$ cat src/rtl/ctrl_multi.sv
// rtl/ctrl_multi.sv - UART command parser dispatching to N_UNITS MAC units with result readout
// Parses address/opcode/operand bytes, sequences stall/accumulate/readout, keeps sticky error status.
module ctrl_multi #(
  parameter int N_UNITS    = 4,
  parameter int DATA_BYTES = 4,
  parameter int RES_BYTES  = 16,
  parameter int STALL_CYC  = 17,
  parameter int ACC_CYC    = 128,
  parameter int TIMEOUT    = 1023,
  localparam int UW = (N_UNITS > 1) ? $clog2(N_UNITS) : 1,
  localparam int SW = $clog2(RES_BYTES)
) (
  input  logic          clk,
  input  logic          nRst,
  input  logic [7:0]    data_in,
  input  logic          in,
  input  logic          busy,
  output logic          get,
  output logic          send,
  output logic [UW-1:0] unit,
  output logic          clear,
  output logic          acc,
  output logic [SW-1:0] sel,
  output logic          out,
  output logic [7:0]    status
);

  localparam int DW   = $clog2(DATA_BYTES + 1);
  localparam int CMAX = (STALL_CYC > ACC_CYC) ? STALL_CYC : ACC_CYC;
  localparam int CW   = $clog2(CMAX + 1);
  localparam int IW   = $clog2(TIMEOUT + 2);

  localparam logic [8:0]    N_UNITS_W  = 9'(N_UNITS);
  localparam logic [DW-1:0] DATA_LAST  = DW'(DATA_BYTES - 1);
  localparam logic [CW-1:0] STALL_LAST = CW'(STALL_CYC - 2);
  localparam logic [CW-1:0] ACC_LAST   = CW'(ACC_CYC - 1);
  localparam logic [IW-1:0] IDLE_LAST  = IW'(TIMEOUT - 1);
  localparam logic [SW-1:0] SEL_LAST   = SW'(RES_BYTES - 1);

  typedef enum logic [2:0] {
    IDLE, OPCODE, DECODE, DATA, STALL, ACC, SEND
  } state_t;

  state_t        state, state_d;
  logic [7:0]    op_q;
  logic          discard_q;
  logic [UW-1:0] unit_q;
  logic [DW-1:0] dcnt;
  logic [CW-1:0] cnt;
  logic [IW-1:0] idle_cnt;
  logic [SW-1:0] sel_q;
  logic          out_q;
  logic          send_data_q;
  logic          tmo_q, bad_addr_q, bad_op_q;

  logic send_dec, clr_sticky, set_bad_op, set_bad_addr, set_tmo, load_unit;
  logic addr_bad, op_legal, timed_out, data_last_byte;

  assign addr_bad       = ({1'b0, data_in} >= N_UNITS_W);
  assign op_legal       = (op_q[7:3] == 5'd0);
  assign timed_out      = ((state == OPCODE) || (state == DATA)) && !in && (idle_cnt >= IDLE_LAST);
  assign data_last_byte = (state == DATA) && in && (dcnt == DATA_LAST);

  always_ff @(posedge clk) begin
    if (!nRst) state <= IDLE;
    else       state <= state_d;
  end

  always_comb begin
    state_d      = state;
    send_dec     = 1'b0;
    clear        = 1'b0;
    acc          = 1'b0;
    out          = 1'b0;
    clr_sticky   = 1'b0;
    set_bad_op   = 1'b0;
    set_bad_addr = 1'b0;
    set_tmo      = 1'b0;
    load_unit    = 1'b0;
    case (state)
      IDLE: begin
        if (in) begin
          state_d      = OPCODE;
          set_bad_addr = addr_bad;
          load_unit    = !addr_bad;
        end
      end
      OPCODE: begin
        if (in) begin
          state_d = DECODE;
        end else if (timed_out) begin
          state_d = IDLE;
          set_tmo = 1'b1;
        end
      end
      DECODE: begin
        state_d = IDLE;
        if (!op_legal) begin
          set_bad_op = 1'b1;
        end else begin
          // A discarded command (bad address) is fully parsed but has no side effects.
          case (op_q[2:0])
            3'd0, 3'd1: state_d = DATA;
            3'd2, 3'd3: begin
              if (!discard_q) begin
                state_d  = STALL;
                send_dec = 1'b1;
                clear    = (op_q[2:0] == 3'd2);
              end
            end
            3'd7:    clr_sticky = !discard_q;
            default: send_dec   = !discard_q;
          endcase
        end
      end
      DATA: begin
        if (data_last_byte) begin
          state_d = IDLE;
        end else if (timed_out) begin
          state_d = IDLE;
          set_tmo = 1'b1;
        end
      end
      STALL: begin
        if (cnt == STALL_LAST) state_d = ACC;
      end
      ACC: begin
        acc = 1'b1;
        if (cnt == ACC_LAST) state_d = SEND;
      end
      SEND: begin
        out = !busy && !out_q;
        if (out && (sel_q == SEL_LAST)) state_d = IDLE;
      end
      default: state_d = IDLE;
    endcase
  end

  always_ff @(posedge clk) begin
    if (!nRst) begin
      op_q        <= '0;
      discard_q   <= 1'b0;
      unit_q      <= '0;
      dcnt        <= '0;
      cnt         <= '0;
      idle_cnt    <= '0;
      sel_q       <= '0;
      out_q       <= 1'b0;
      send_data_q <= 1'b0;
      tmo_q       <= 1'b0;
      bad_addr_q  <= 1'b0;
      bad_op_q    <= 1'b0;
    end else begin
      if (load_unit) unit_q <= data_in[UW-1:0];
      if ((state == IDLE) && in) discard_q <= addr_bad;
      if ((state == OPCODE) && in) op_q <= data_in;

      // Counts cycles since the last accepted byte; DECODE is included so a
      // missing first operand byte is measured from the opcode byte.
      if (in)
        idle_cnt <= IW'(1);
      else if ((state == OPCODE) || (state == DECODE) || (state == DATA))
        idle_cnt <= idle_cnt + 1'b1;

      if (state == DECODE)
        dcnt <= '0;
      else if ((state == DATA) && in)
        dcnt <= dcnt + 1'b1;

      send_data_q <= data_last_byte && !discard_q;

      // The DECODE cycle is the first stall cycle, so accumulate begins STALL_CYC after send.
      if ((state == DECODE) || ((state == STALL) && (cnt == STALL_LAST)))
        cnt <= '0;
      else if ((state == STALL) || (state == ACC))
        cnt <= cnt + 1'b1;

      if (out) sel_q <= (sel_q == SEL_LAST) ? '0 : sel_q + 1'b1;
      out_q <= out;

      if (clr_sticky) begin
        tmo_q      <= 1'b0;
        bad_addr_q <= 1'b0;
        bad_op_q   <= 1'b0;
      end else begin
        if (set_tmo)      tmo_q      <= 1'b1;
        if (set_bad_addr) bad_addr_q <= 1'b1;
        if (set_bad_op)   bad_op_q   <= 1'b1;
      end
    end
  end

  assign get    = in;
  assign send   = send_dec | send_data_q;
  assign unit   = unit_q;
  assign sel    = sel_q;
  assign status = {tmo_q, bad_addr_q, bad_op_q, 2'b00, (state != IDLE), 2'b00};

endmodule

$ cat config.mk
export PLATFORM = sky130hd
export DESIGN_NAME = ctrl_multi
export DESIGN_NICKNAME = d
export VERILOG_FILES = /design/src/rtl/ctrl_multi.sv
export SDC_FILE = /design/constraint.sdc
export NUM_CORES = 1
export LEC_CHECK = 0
export ABC_AREA = 0
export ABC_CLOCK_PERIOD_IN_PS = 1900
export CAP_MARGIN = 20
export CORE_UTILIZATION = 31
export DETAILED_ROUTE_END_ITERATION = 12
export MAX_ROUTING_LAYER = met4
export PLACE_DENSITY = 0.58
export REMOVE_ABC_BUFFERS = 1
export SLEW_MARGIN = 25
export SYNTH_ARGS = -nofsm -noshare
export SYNTH_HDL_FRONTEND = slang
export SYNTH_SLANG_ARGS = --single-unit
$ cat constraint.sdc
create_clock -name clk -period 1.9 [get_ports clk]
set_input_delay 0.38 -clock clk [delete_from_list [all_inputs] [get_ports clk]]
set_output_delay 0.38 -clock clk [all_outputs]
set_load 0.05 [all_outputs]
Word level (Yosys, flattened, before mapping)
Index checks and enable logic that the tools add are counted.

Register bits after elaboration: 45.

Add/subtract/negate cells: 4. Equality and inequality tests: 18. Multiplexer cells: 37. Reduce and logical (&&, ||, !) cells: 33. Bitwise logic cells: 2. $lt $le $gt $ge: 2.

Operators with widths (count): $mux W3 (9); $mux W1 (23); $pmux W3 S7 (1); $eq A3 B2 Y1 const B (5); $eq A3 B3 Y1 const B (4); $reduce_or A2 Y1 (6); $add A11 B1 Y11 const B (1); $ge A11 B10 Y1 const B (1); $logic_and A1 B1 Y1 (10); $add A8 B1 Y8 const B (1); $eq A8 B4 Y1 const B (1); $eq A8 B7 Y1 const B (1); $ge A8 B3 Y1 const B (1); $ne A2 B2 Y1 const B (4); $eq A3 B1 Y1 const B (2); $logic_not A3 Y1 (2); $pmux W3 S2 (1); $logic_not A1 Y1 (5); $logic_not A5 Y1 (1); $logic_or A1 B1 Y1 (5); $add A4 B1 Y4 const B (1); $eq A4 B4 Y1 const B (1); $mux W4 (1); $pmux W1 S2 (2); 7 further kinds (7).

Longest topological paths before layout
Word-level depth: 7. Mapped depth: 6.

Worst setup path after synthesis
Ideal clock, no wire load.

Path kind: reg-to-output. From: register state[0]. To: output clear. Path slack: -0.337 ns. Arrival: 1.857 ns. Stages on the path, launching flop included: 6. Path buffers: 1. Cell sequence: dfxtp_1 buf_6 or3b_4 nor4_4 nand3b_1 nor2_1.

Cells in the longest elaborated chain, start to end: 2.

RTL lines: from (decl) (line 44) `state_t state, state_d;`; from (signal assigned) (line 66) `else state <= state_d;`; $eq A3 B2 Y1 (line 80) `case (state)`; $mux W1 (line 80); to (decl) (line 21) `output logic clear,`.

No other way between the ends.

Worst setup path in the final report
From: register op_q[4]. To: output clear.

Cells in the longest elaborated chain, start to end: 3.

RTL lines: from (decl) (line 45) `logic [7:0] op_q;`; from (signal assigned) (line 156) `if ((state == OPCODE) && in) op_q <= data_in;`; $logic_not A5 Y1 (line 60) `assign op_legal = (op_q[7:3] == 5'd0);`; $mux W1 (line 98) `if (!op_legal) begin`; $mux W1 (line 80).

No other way between the ends.

==> impl_results.md <==
- Status: finished with violations
- Failing checks: setup timing
- Setup-failing EPs final: 2
- Post-Synth XOR/XNOR Area: 6.22%
- Max FO, Critical Path: 2
- Post-Synth Simple-Gate Area: between 20% and 30%
- Cts hold-fix bufs: 0
- CP Launch Type: register
- Logic pwr share: 14.5%
- Pwr dens: 704 nW/um^2
- Leak: approximately 1.2 nW
- RePlAce Congestion: 0.828
- Die ar.: 7620 um^2
- RSZ-0062 raised after global routing: yes
- Max layer used: met4
- M1 WL: ~2.4 mm
- Crit path time final: 2170 ps
- Largest area contributor in the netlist: dfxtp_1
- Residual DRC: 0
- Largest cells by area after synthesis: dfxtp_1 (40%), nor2_1 (7.0%), mux2i_1 (5.8%), xor2_1 (5.4%), buf_4 (3.3%)
- Area delta synth->final: 25.7%
- Fin util: 41.0%
- NetSw: 0.507 mW
- CTS H-tree depth: 2
- ANT nets after route: 0
- Slew Limit Fails: 0
- PortBufs: 26
- Initial antenna violation count: 0
- Arr. time, crit path: 1790 ps
- Final Skew: 9.89 ps
- Slew HR: 66.7%
- Overflow after GRT: 0
- Routed WL per cell: 12.3 um
- Cell count after synthesis: between 200 and 300
- Critical path's slowest cell: or4_4
- Via Count: about 1800
- Post-synth EDFFs: 0
- Pin count of the biggest net entering global routing: 19
- Crit path cell chain: or4_4 -> nor4_4 -> nand3b_1 -> nor2_2 -> buf_12
- Reg power frac: 49.3%
- Final WS setup: -271 ps
- Site Rows: 30
- Final nets: 305
- Dpl cells: 376
- HP Class: register to register
- Crit share post-route: 114%
- Die W: 87.3 um
- Final Hold Vio Count: 0
- Met3 wire len: approximately 170 um
- Compound-Gate Fraction of Synth Area: 10.1%
- CTS tree: yes
- Setup crit end kind: output pin
- Internal power: around 1.5 mW
- Area share of fa/ha/maj cells after synthesis: 3.33%
- ANT cells: 0
- Share of layout cells above drive strength 1: 16.3%
- Req. time, crit path: 1520 ps
- First-pass GRT wire length: roughly 8 mm
- DRT iter0 DRCs: 95
- Worst-path clk slew: 90 ps
- Total core area: 6910 um^2
- Via density: 4.80
- Worst Path Buf+Inv: 1
- HPWL Detailed: around 3.5 mm
- Met2 routed WL: 2.13 mm
- Skew-Pair Late Insertion Delay: 300 ps
- Vias in the first global route: 1688
- Synth cell count leaders: dfxtp_1 (45), nor2_1 (42), a21oi_1 (14), xor2_1 (14)
- Fmax: 461 MHz
- Synth Register Bits: 45
- GRT Total Usage: 13.8%
- Initial core utilization: approximately a third
- Root buffer cell: clkbuf_8
- Pre-CTS setup slack: 20.5 ps
- Synth Flop Type: dfxtp_1
- Ports: 31
- Fillers: 690
- Async S/R FF share, synth: 0%
- Crit path max-delay family: simple AND/OR/NAND/NOR gates
- Worst hold slack: 453 ps
- Total CTS buffers: 5
- Sw frac: ~25%
- Max VDD drop: 0.330 mV
- Mapped Area: ~2300 um^2
- Die H: 87.3 um
- Drt pass-1 iters: 4
- Yosys top cell area share: 40.0%
- Post-synthesis mux area share: 5.77%
- Fin cells: 384
- WS Path Type: register to output pin
- Most numerous cell in the Yosys netlist: dfxtp_1
- MaxCap Viol Count: 0
- Max incr delay on CP: 550 ps
- Distinct cells, synth: 51
- Total wire length: 4.74 mm
- Worst-margin pin slew: around 500 ps
- Clock Path Buffers: 2
- Synthesized area per cell: 8.88 um^2
- Post-route setup TNS: -527 ps
- Clock group share of total power: a little over a third
- YS warnings: 0
- TritonCTS Sinks: 45
- Largest family of logic cells by synthesized area: simple AND/OR/NAND/NOR gates
- Register area share after synthesis: 40.0%
[worst register-to-register path, cell delays in order, from the launching register on]
cell	delay [ps]
dfxtp_1	360
ha_1	240
and3_1	210
a2111oi_0	410
buf_4	190
nor4_1	50
a21oi_1	160
[layout by cell type, fill, tap and decap left out, drive strengths merged, types with 6 or more instances in the layout]
| master | n |
|---|---|
| dfxtp | 45 |
| nor2 | 42 |
| buf | 26 |
| clkdlybuf4s50 | 16 |
| xor2 | 14 |
| a21oi | 14 |
| nand2 | 13 |
| mux2i | 13 |
| nand4 | 10 |
| nand3 | 8 |
| or3 | 6 |
| and3 | 6 |
| ha | 6 |
| inv | 6 |
| o21ai | 6 |
| clkbuf | 6 |
[routing by layer]
layer	track usage, %	vias to the layer above
met5	-	-
met1	18.3	845
met4	4.02	0
met3	2.94	7
met2	21.1	43
li1	-	949
[power by group through the flow]
stage	Sequential [mW]	Combinational [mW]	Clock, mW
3_5_place_dp	1.01	0.286	0
4_1_cts	0.984	0.289	0.746
3_3_place_gp	1.01	0.284	0
6_report	0.984	0.290	0.721
2_1_floorplan	1.02	0.146	0
5_1_grt	0.988	0.315	0.779
[worst paths after layout]
check,from,cells past startpoint,slack (ps),end
max,op_q[4]$_SDFFE_PN0P_,5,-270,clear
min reg2reg,bad_op_q$_SDFFE_PP0P_,2,450,bad_op_q$_SDFFE_PP0P_
max reg2reg,sel[0]$_SDFFE_PN0P_,6,210,state[1]$_SDFFE_PN0P_
min,bad_op_q$_SDFFE_PP0P_,2,450,bad_op_q$_SDFFE_PP0P_
[through the flow]
stage	area, um^2	power, mW
final	2830	1.99
after global routing	2830	2.08
after CTS	2820	2.02
after detailed placement	2700	1.29
after global placement	2700	1.29
after floorplan	2130	1.17
[logic make-up after synthesis]
group                    after synthesis
buffers and inverters                 27
AO/OA/AOI/OAI                         34
multiplexers                          13
AND/OR/NAND/NOR                      112
XOR/XNOR                              16
other                                  1
flip-flops                            45
adder cells (fa/ha/maj)                6
[layout make-up]
type	instances	area, um^2	area share, %
Timing Repair Buffer	43	443	15.6
Clock buffer	6	72.6	2.56
Multi-Input combinational cell	185	1230	43.5
Sequential cell	45	901	31.8
Inverter	7	26.3	0.927
Clock inverter	2	38.8	1.37
Tap cell	96	120	4.24
[timing repair]
action / CTS / global route
buffers inserted: 0 / 0
hold endpoints to repair: 0 / 0
setup endpoints to repair: 2 / 4
gates resized for setup: 2 / 4
[state kept, by name (all words and copies together), names as in the netlist, 2 cells and up]
register  count
sel           4
op_q          8
unit          2
idle_cnt     11
dcnt          3
state         3
cnt           8
No activity file was read; power rests on OpenSTA's default activity.
